--- src/rtl/fifo_burst_drain.sv ---
// fifo_burst_drain: drains a show-ahead word FIFO into address-tagged bursts
// on a valid/ready port. Full bursts of BURST_LEN beats start when the FIFO's
// almost-empty flag is low. Defining DRAIN_FLUSH_EN adds a timeout flush that
// drains leftover words as single-beat bursts.
module fifo_burst_drain #(
  parameter int DATA_BIT_SIZE = 8,
  parameter int BURST_LEN     = 4,
  parameter int ADDR_BIT_SIZE = 16,
  parameter int TIMEOUT       = 16
) (
  input  logic                     clk,
  input  logic                     reset,
  input  logic                     fifo_empty,
  input  logic                     fifo_A_empty,
  output logic                     fifo_read_en,
  input  logic [DATA_BIT_SIZE-1:0] fifo_read_data,
  output logic                     out_valid,
  input  logic                     out_ready,
  output logic [DATA_BIT_SIZE-1:0] out_data,
  output logic                     out_first,
  output logic                     out_last,
  output logic [ADDR_BIT_SIZE-1:0] out_addr,
  output logic [7:0]               out_len,
  output logic                     busy
);

  // Elaboration-time range checks on the configuration.
  if (BURST_LEN < 2 || BURST_LEN > 255) begin : g_bad_burst_len
    $error("fifo_burst_drain: BURST_LEN must be 2..255");
  end
  if (TIMEOUT < 1 || TIMEOUT > 255) begin : g_bad_timeout
    $error("fifo_burst_drain: TIMEOUT must be 1..255");
  end

  typedef enum logic {S_IDLE, S_BURST} state_t;

  localparam logic [7:0] LP_BURST_LEN = 8'(BURST_LEN);

  state_t                   r_state, w_state_nxt;
  logic [7:0]               r_beat_cnt, w_beat_cnt_nxt;
  logic [7:0]               r_len, w_len_nxt;
  logic [ADDR_BIT_SIZE-1:0] r_addr, w_addr_nxt;
  logic                     w_busy, w_valid, w_handshake, w_last_beat;

`ifdef DRAIN_FLUSH_EN
  localparam logic [7:0] LP_TIMEOUT = 8'(TIMEOUT);
  logic [7:0] r_idle_cnt, w_idle_cnt_nxt;
`endif

  // Zero-latency datapath: the FIFO head is the beat on the wire.
  assign w_busy      = (r_state == S_BURST);
  assign w_valid     = w_busy && !fifo_empty;
  assign w_handshake = w_valid && out_ready;
  assign w_last_beat = (r_beat_cnt == r_len - 8'd1);

  assign busy         = w_busy;
  assign out_valid    = w_valid;
  assign out_data     = fifo_read_data;
  assign fifo_read_en = w_handshake;
  assign out_first    = w_valid && (r_beat_cnt == 8'd0);
  assign out_last     = w_valid && w_last_beat;
  assign out_addr     = r_addr;
  assign out_len      = r_len;

  // Next-state: burst launch from IDLE, beat counting and address advance in BURST.
  always_comb begin
    w_state_nxt    = r_state;
    w_beat_cnt_nxt = r_beat_cnt;
    w_len_nxt      = r_len;
    w_addr_nxt     = r_addr;
`ifdef DRAIN_FLUSH_EN
    w_idle_cnt_nxt = r_idle_cnt;
`endif
    case (r_state)
      S_IDLE: begin
        if (!fifo_A_empty) begin
          // A full burst is available; this wins over any pending flush.
          w_state_nxt    = S_BURST;
          w_len_nxt      = LP_BURST_LEN;
          w_beat_cnt_nxt = 8'd0;
`ifdef DRAIN_FLUSH_EN
          w_idle_cnt_nxt = 8'd0;
        end else if (!fifo_empty && r_idle_cnt == LP_TIMEOUT) begin
          // Partial FIFO sat idle long enough: drain one word on its own.
          w_state_nxt    = S_BURST;
          w_len_nxt      = 8'd1;
          w_beat_cnt_nxt = 8'd0;
          w_idle_cnt_nxt = 8'd0;
        end else if (fifo_empty) begin
          w_idle_cnt_nxt = 8'd0;
        end else if (r_idle_cnt != LP_TIMEOUT) begin
          w_idle_cnt_nxt = r_idle_cnt + 8'd1;
`endif
        end
      end
      S_BURST: begin
        if (w_handshake) begin
          if (w_last_beat) begin
            // Always pass through IDLE between bursts; address wraps silently.
            w_state_nxt = S_IDLE;
            w_addr_nxt  = r_addr + ADDR_BIT_SIZE'(r_len);
          end else begin
            w_beat_cnt_nxt = r_beat_cnt + 8'd1;
          end
        end
      end
      default: w_state_nxt = S_IDLE;
    endcase
  end

  // State registers; reset abandons any partial burst immediately.
  always_ff @(posedge clk or posedge reset) begin
    if (reset) begin
      r_state    <= S_IDLE;
      r_beat_cnt <= 8'd0;
      r_len      <= 8'd0;
      r_addr     <= '0;
`ifdef DRAIN_FLUSH_EN
      r_idle_cnt <= 8'd0;
`endif
    end else begin
      r_state    <= w_state_nxt;
      r_beat_cnt <= w_beat_cnt_nxt;
      r_len      <= w_len_nxt;
      r_addr     <= w_addr_nxt;
`ifdef DRAIN_FLUSH_EN
      r_idle_cnt <= w_idle_cnt_nxt;
`endif
    end
  end

endmodule

--- config.mk ---
export PLATFORM = sky130hd
export DESIGN_NAME = fifo_burst_drain
export DESIGN_NICKNAME = d
export VERILOG_FILES = /design/src/rtl/fifo_burst_drain.sv
export SDC_FILE = /design/constraint.sdc
export NUM_CORES = 1
export LEC_CHECK = 0
export ABC_AREA = 0
export CAP_MARGIN = 40
export CORE_ASPECT_RATIO = 1.2
export CORE_MARGIN = 8
export CORE_UTILIZATION = 50
export CTS_BUF_LIST = sky130_fd_sc_hd__clkbuf_2
export CTS_CLUSTER_DIAMETER = 30
export CTS_CLUSTER_SIZE = 40
export DETAILED_ROUTE_END_ITERATION = 6
export PLACE_DENSITY_LB_ADDON = 0.1
export SYNTH_ARGS = -nofsm -noshare
export SYNTH_HDL_FRONTEND = slang
export SYNTH_SLANG_ARGS = --single-unit
--- constraint.sdc ---
create_clock -name clk -period 4.63 [get_ports clk]
set_input_delay 1.389 -clock clk [delete_from_list [all_inputs] [get_ports clk]]
set_output_delay 1.389 -clock clk [all_outputs]
set_load 0.005 [all_outputs]
==> impl_results.md, run 1 <==
- Status: finished, final reports clean
- Die area: 4847 µm²
- Clk root buf: clkbuf_2
- Avg WL per Cell: 15.49 µm
- Hold WC Path Type: reg2reg
- GRT met3 Usage: under 10%
- Largest net degree at the start of global routing: 14
- GP Congestion: ~0.82
- CTS Sinks: 24
- RSZ-0062 raised after global routing: no
- Most frequent cells in the layout: dfrtp_1, clkdlybuf4s50_1, nand2_1
- Switching share of power: around a third
- Core box area: between 2000 and 3000 µm²
- Crit end category: output port
- IO Port Bufs: 24
- Max Clock Skew: around 0.009 ns
- Critical-path maximum fanout: 3
- Min Tclk post-route: between 4 and 5 ns
- Clk_lat worst skew: ~0.32 ns
- Busiest grt layer: met2
- Placed cell count: between 150 and 200
- Chip width: approximately 65 µm
- First-pass GRT wire length: 5188 µm
- Total gr overflow: 0
- DRC: 0
- CTS tree: yes
- Clock share of power: 14.9%
- CP required: about 3.2 ns
- Final Hold Viols: 0
- Placement Rows: 21
- Worst vdd rail ir drop: approximately 0.22 mV
- Mean Syn Cell Area: between 9 and 10 µm²
- Initial Util: about 52%
- CP Launch Type: input pin
- Slew headroom: about two thirds
- Post-synthesis sequential area ratio: 41.85%
- Crit share post-route: 89.81%
- DRT Wirelength: 3052 µm
- Critical Path Max Stage Delay: ~0.50 ns
- Clk buf depth: 2
- Vias after detailed routing: around 1100
- Slowest CP cell: clkdlybuf4s50_1
- Clk slew on worst S/H paths: roughly 0.22 ns
- Kind of critical path: in2out
- Share of total power in combinational logic: between 30% and 40%
- Setup bufs post-CTS: 0
- Number of gates resized after cts: 0
- Ports: 50
- Mapped Area: 1435 µm²
- DRT Pass-1 Iters: 4
- Critical-path cell list: clkdlybuf4s50_1 > and2b_1 > and4_2 > clkdlybuf4s50_1
- Nets: ~180
- Synth unique cells: 37
- Final setup vio count: 0
- Sequential Power Share: 54.9%
- Post-DRT Antenna Nets: 0
- Global Route met2 Usage: approximately a quarter
- Hpwl dp: between 2000 and 2500 µm
- Met1 Track Usage GR: 14.29%
- Gr usage total: between 10% and 20%
- Crit path top cell by count: clkdlybuf4s50_1
- Area growth, synth to finish: 13.25%
- # hold bufs at CTS: 0
- Final TNS setup: 0 ns
- CTS H-tree depth: 1
- Cell Int Power: approximately 0.00033 W
- Mapped Cells: roughly 150
- Max Cap Violations: 0
- Slew @ Worst Pin: roughly 0.51 ns
- Number of synthesized flops with an enable pin: 0
- Sw Pwr: approximately 0.00018 W
- Main synth FF type: dfrtp_1
- Max Fclk: approximately 240 MHz
- Initial antenna violation count: 0
- Fraction of registers with async set/reset: 100.0%
- Pins Over Slew Limit: 0
- Layout cell share with drive strength beyond 1: 9.202%
- Leakage: just under 0.8 nW
- Die span in y: 74.69 µm
- Synth Register Bits: 24
- Num CTS Buffers: 3
- Arr. time, crit path: around 2.8 ns
- Yosys synthesis warning count: 0
- Vias per cell: about 5.6
- Vias in the first global route: approximately 1100
- # diodes: 0
- Pwr Density: ~320 nW/µm²
- Post-Layout Cell Count: approximately 200
- Initial DRC Count: 31
-- final timing paths --
kind                          startpoint  cells after the start             to  slack (ns)
min reg2reg                 out_addr[15]                      1   out_addr[15]        0.49
min in group asynchronous          reset                      2  r_beat_cnt[1]        1.36
min                         out_addr[15]                      1   out_addr[15]        0.49
max in group asynchronous          reset                      3    out_addr[6]        2.80
max reg2reg                r_beat_cnt[4]                      5   out_addr[15]        2.60
max                           fifo_empty                      4      out_first        0.47
-- state kept, by name, indices dropped and copies added, names as in the netlist --
name,cells
out_addr,14
r_beat_cnt,8
busy,1
out_len,1
-- through the flow --
stage               hold slack, ns  setup slack [ns]  util [%]  total power (W)  area [µm²]
CTS                         0.4922            0.4577     58.91        0.0005170        1625
floorplan                   0.4647             1.266         -        0.0003852        1465
finish                      0.4851            0.4716     58.91        0.0005123        1625
global placement            0.4570            0.4787     57.82        0.0004322        1595
detailed placement          0.4639            0.4628     58.37        0.0004394        1610
global route                0.5251            0.3856     58.91        0.0005539        1625
-- power by group through the flow --
| stage | logic, W | registers [W] | clock network, W |
|---|---|---|---|
| floorplan | 0.000112 | 0.000274 | 0 |
| global placement | 0.000150 | 0.000283 | 0 |
| detailed placement | 0.000156 | 0.000284 | 0 |
| CTS | 0.000156 | 0.000280 | 0.0000813 |
| global route | 0.000178 | 0.000288 | 0.0000874 |
| finish | 0.000155 | 0.000281 | 0.0000765 |
-- kinds of logic (layout without fill, tap and decap cells) --
| family | Yosys count | after routing | synth area share [%] |
|---|---|---|---|
| simple gates | 62 | 62 | 25.72 |
| buf+inv | 29 | 36 | 12.99 |
| compound gates | 15 | 15 | 7.672 |
| other cells | 1 | 9 | 0.2613 |
| mux | 1 | 1 | 0.6975 |
| fa+ha+maj | 4 | 4 | 3.487 |
| xor+xnor | 12 | 12 | 7.323 |
| flops | 24 | 24 | 41.85 |
-- routing by layer --
layer	part of all wire (%)	vias to the layer above
li1	-	525
met1	39	536
met2	54	34
met3	5.5	6
met4	1.7	0
met5	0	-
-- critical path: cells and delay by family --
kind,cells,cell delay (ns)
buffers and inverters,2,0.92
and+or+nand+nor,2,0.46
-- final cells by class --
class	count	area (µm²)
repair buffers	26	262.8
inverters	7	26.28
flip-flops and latches	24	600.6
fillers	254	1134
multi-input cells	103	678.2
well taps	34	42.54
clock buffers	3	15.01
-- synth_stat cells (2+ instances only) --
cell / n / area share (%)
xor2_1: 8 / 4.9
nor2_1: 8 / 2.1
o21ai_0: 3 / 1.0
buf_2: 2 / 0.70
nor4_4: 2 / 3.0
inv_1: 7 / 1.8
nand2_1: 16 / 4.2
and3_1: 3 / 1.3
nand4_1: 6 / 2.6
buf_4: 18 / 9.4
o21a_1: 2 / 1.0
and4_2: 2 / 1.4
dfrtp_1: 24 / 42
nor3_1: 5 / 1.7
a41oi_1: 3 / 1.8
ha_1: 4 / 3.5
a21oi_1: 2 / 0.70
nand3_1: 11 / 3.8
xnor2_1: 4 / 2.4
(Power assumes the default switching activity.)
==> run 2, diff against run 1 <==
--- a/config.mk
+++ b/config.mk
@@ -14,7 +14,8 @@
 export CTS_CLUSTER_DIAMETER = 30
 export CTS_CLUSTER_SIZE = 40
 export DETAILED_ROUTE_END_ITERATION = 6
-export PLACE_DENSITY_LB_ADDON = 0.1
+export MAX_ROUTING_LAYER = met4
+export PLACE_DENSITY = 0.85
 export SYNTH_ARGS = -nofsm -noshare
 export SYNTH_HDL_FRONTEND = slang
 export SYNTH_SLANG_ARGS = --single-unit
==> run 2 against run 1 <==
  * Sequential cell count unchanged
  * First-iteration DRC count decreased by 16%
  * Global-route usage increased by 0.45 points
  * Sequential share of layout area decreased by 0.37 points
  * Final area increased by 1.0%
  * Final cell count increased by 0.51%
  * Via count increased by 0.36%
  * Critical endpoint unchanged
  * Largest power group unchanged
  * Highest routed layer unchanged
==> impl_results.md, run 2 (synthesis results as in run 1) <==
- Status: finished, final reports clean
- Die span in y: between 70 and 80 µm
- Initial DRC Count: 26
- Filler cells: around 240
- Critical-path maximum fanout: 3
- DRC: 0
- Gr usage total: 13.87%
- Vias after detailed routing: 1105
- Post-DRT Antenna Nets: 0
- Worst reg-to-reg setup slack: ~2.5 ns
- CTS tree: yes
- Hpwl dp: approximately 2400 µm
- Final TNS setup: 0 ns
- Ports: 50
- Setup bufs post-CTS: 0
- Avg WL per Cell: 15.69 µm
- Vias in the first global route: 1166
- Number of gates resized after cts: 0
- Max Clock Skew: 0.007028 ns
- CP Capture Point: out_first
- Placed Area: approximately 1600 µm²
- Clk slew on worst S/H paths: 0.21 ns
- Sequential Power Share: about 54%
- Clk_lat worst skew: 0.32 ns
- GP Congestion: 0.8857
- Cell Int Power: 0.0003372 W
- R2R Path Start: r_beat_cnt[4]
- CP required: between 3 and 4 ns
- Clock share of power: ~15%
- CTS Sinks: 24
- Placement Rows: 21
- Leakage: between 0.7 and 0.8 nW
- Fin Hold WS: ~0.5 ns
- First-pass GRT wire length: 5326 µm
- Arr. time, crit path: about 2.8 ns
- Min Tclk post-route: between 4 and 5 ns
- Final setup vio count: 0
- Nets: 182
- Area growth, synth to finish: 14.39%
- Cells on worst reg2reg path: 5
- Core box area: around 2800 µm²
- Most frequent cells in the layout: dfrtp_1, clkdlybuf4s50_1, nand2_1
- Initial Util: a little over half
- Final Hold Viols: 0
- IO Port Bufs: 24
- Chip width: between 60 and 70 µm
- Max Fclk: between 200 and 250 MHz
- Clk root buf: clkbuf_2
- Largest net degree at the start of global routing: 19
- Crit share post-route: approximately 90%
- Worst vdd rail ir drop: 0.2467 mV
- # hold bufs at CTS: 0
- Num CTS Buffers: 3
- CTS H-tree depth: 1
- Die area: slightly below 5000 µm²
- CP Launch Type: input pin
- Layout cell share with drive strength beyond 1: a little under a tenth
- Worst R2R End: out_addr[15]
- Pwr Density: roughly 320 nW/µm²
- Initial antenna violation count: 0
- DRT Wirelength: 3107 µm
- Total gr overflow: 0
- Cell area after layout: between 1500 and 2000 µm²
- RSZ-0062 raised after global routing: no
- Hold WC Path Type: reg2reg
- Max Cap Violations: 0
- Kind of critical path: in2out
- Tot Pwr: between 0.0005 and 0.0006 W
- DRT Pass-1 Iters: 4
- Pins Over Slew Limit: 0
- Sw Pwr: about 0.00018 W
- Clk buf depth: 2
- Critical Path Start: fifo_empty
- Crit end category: output port
- Post-Route Utilization: between 50% and 60%
- Switching share of power: between 30% and 40%
- # diodes: 0
- Vias per cell: roughly 5.6
- Share of total power in combinational logic: between 30% and 40%
- Max reg flops: 14
## run 2: per-stage QoR
step | std cells | worst slack, ns
global route | 198 | 0.3989
finish | 198 | 0.4738
global placement | 193 | 0.4696
detailed placement | 194 | 0.4821
CTS | 198 | 0.4634
floorplan | 156 | 1.266
## run 2: power groups by stage
| stage | registers, W | clock network, W | logic, W |
|---|---|---|---|
| floorplan | 0.000274 | 0 | 0.000112 |
| global placement | 0.000282 | 0 | 0.000148 |
| detailed placement | 0.000284 | 0 | 0.000157 |
| CTS | 0.000280 | 0.0000814 | 0.000159 |
| global route | 0.000287 | 0.0000876 | 0.000178 |
| finish | 0.000281 | 0.0000788 | 0.000159 |
## run 2: final cells by class
| cell class | instances | area [µm²] | area share (%) |
|---|---|---|---|
| repair buffers | 26 | 275.3 | 16.77 |
| clock buffers | 3 | 15.01 | 0.9146 |
| flip-flops and latches | 24 | 600.6 | 36.59 |
| clock inverters | 1 | 3.754 | 0.2287 |
| inverters | 7 | 26.28 | 1.601 |
| well taps | 34 | 42.54 | 2.591 |
| multi-input cells | 103 | 678.2 | 41.31 |
## run 2: worst min-delay path by stage
stage | start | endpoint | slack (ns) | cells after the start
CTS | out_addr[15] | out_addr[15] | 0.49 | 1
global placement | out_addr[15] | out_addr[15] | 0.46 | 1
floorplan | out_addr[15] | out_addr[15] | 0.46 | 1
detailed placement | out_addr[15] | out_addr[15] | 0.46 | 1
finish | out_addr[15] | out_addr[15] | 0.49 | 1
global route | out_addr[15] | out_addr[15] | 0.51 | 1
## run 2: per-layer routing
layer / track usage, % / vias up / wire length [µm] / part of all wire, %
li1: - / 527 / - / -
met1: 15.36 / 534 / 1265 / 41
met5: - / - / 0 / 0
met2: 23.56 / 36 / 1579 / 51
met4: 5.097 / 0 / 53 / 1.7
met3: 3.720 / 8 / 208 / 6.7
## run 2: critical path, stage by stage
cell and delay, ns:
clkdlybuf4s50_1 0.42, and2b_1 0.24, and4_2 0.22, clkdlybuf4s50_1 0.50
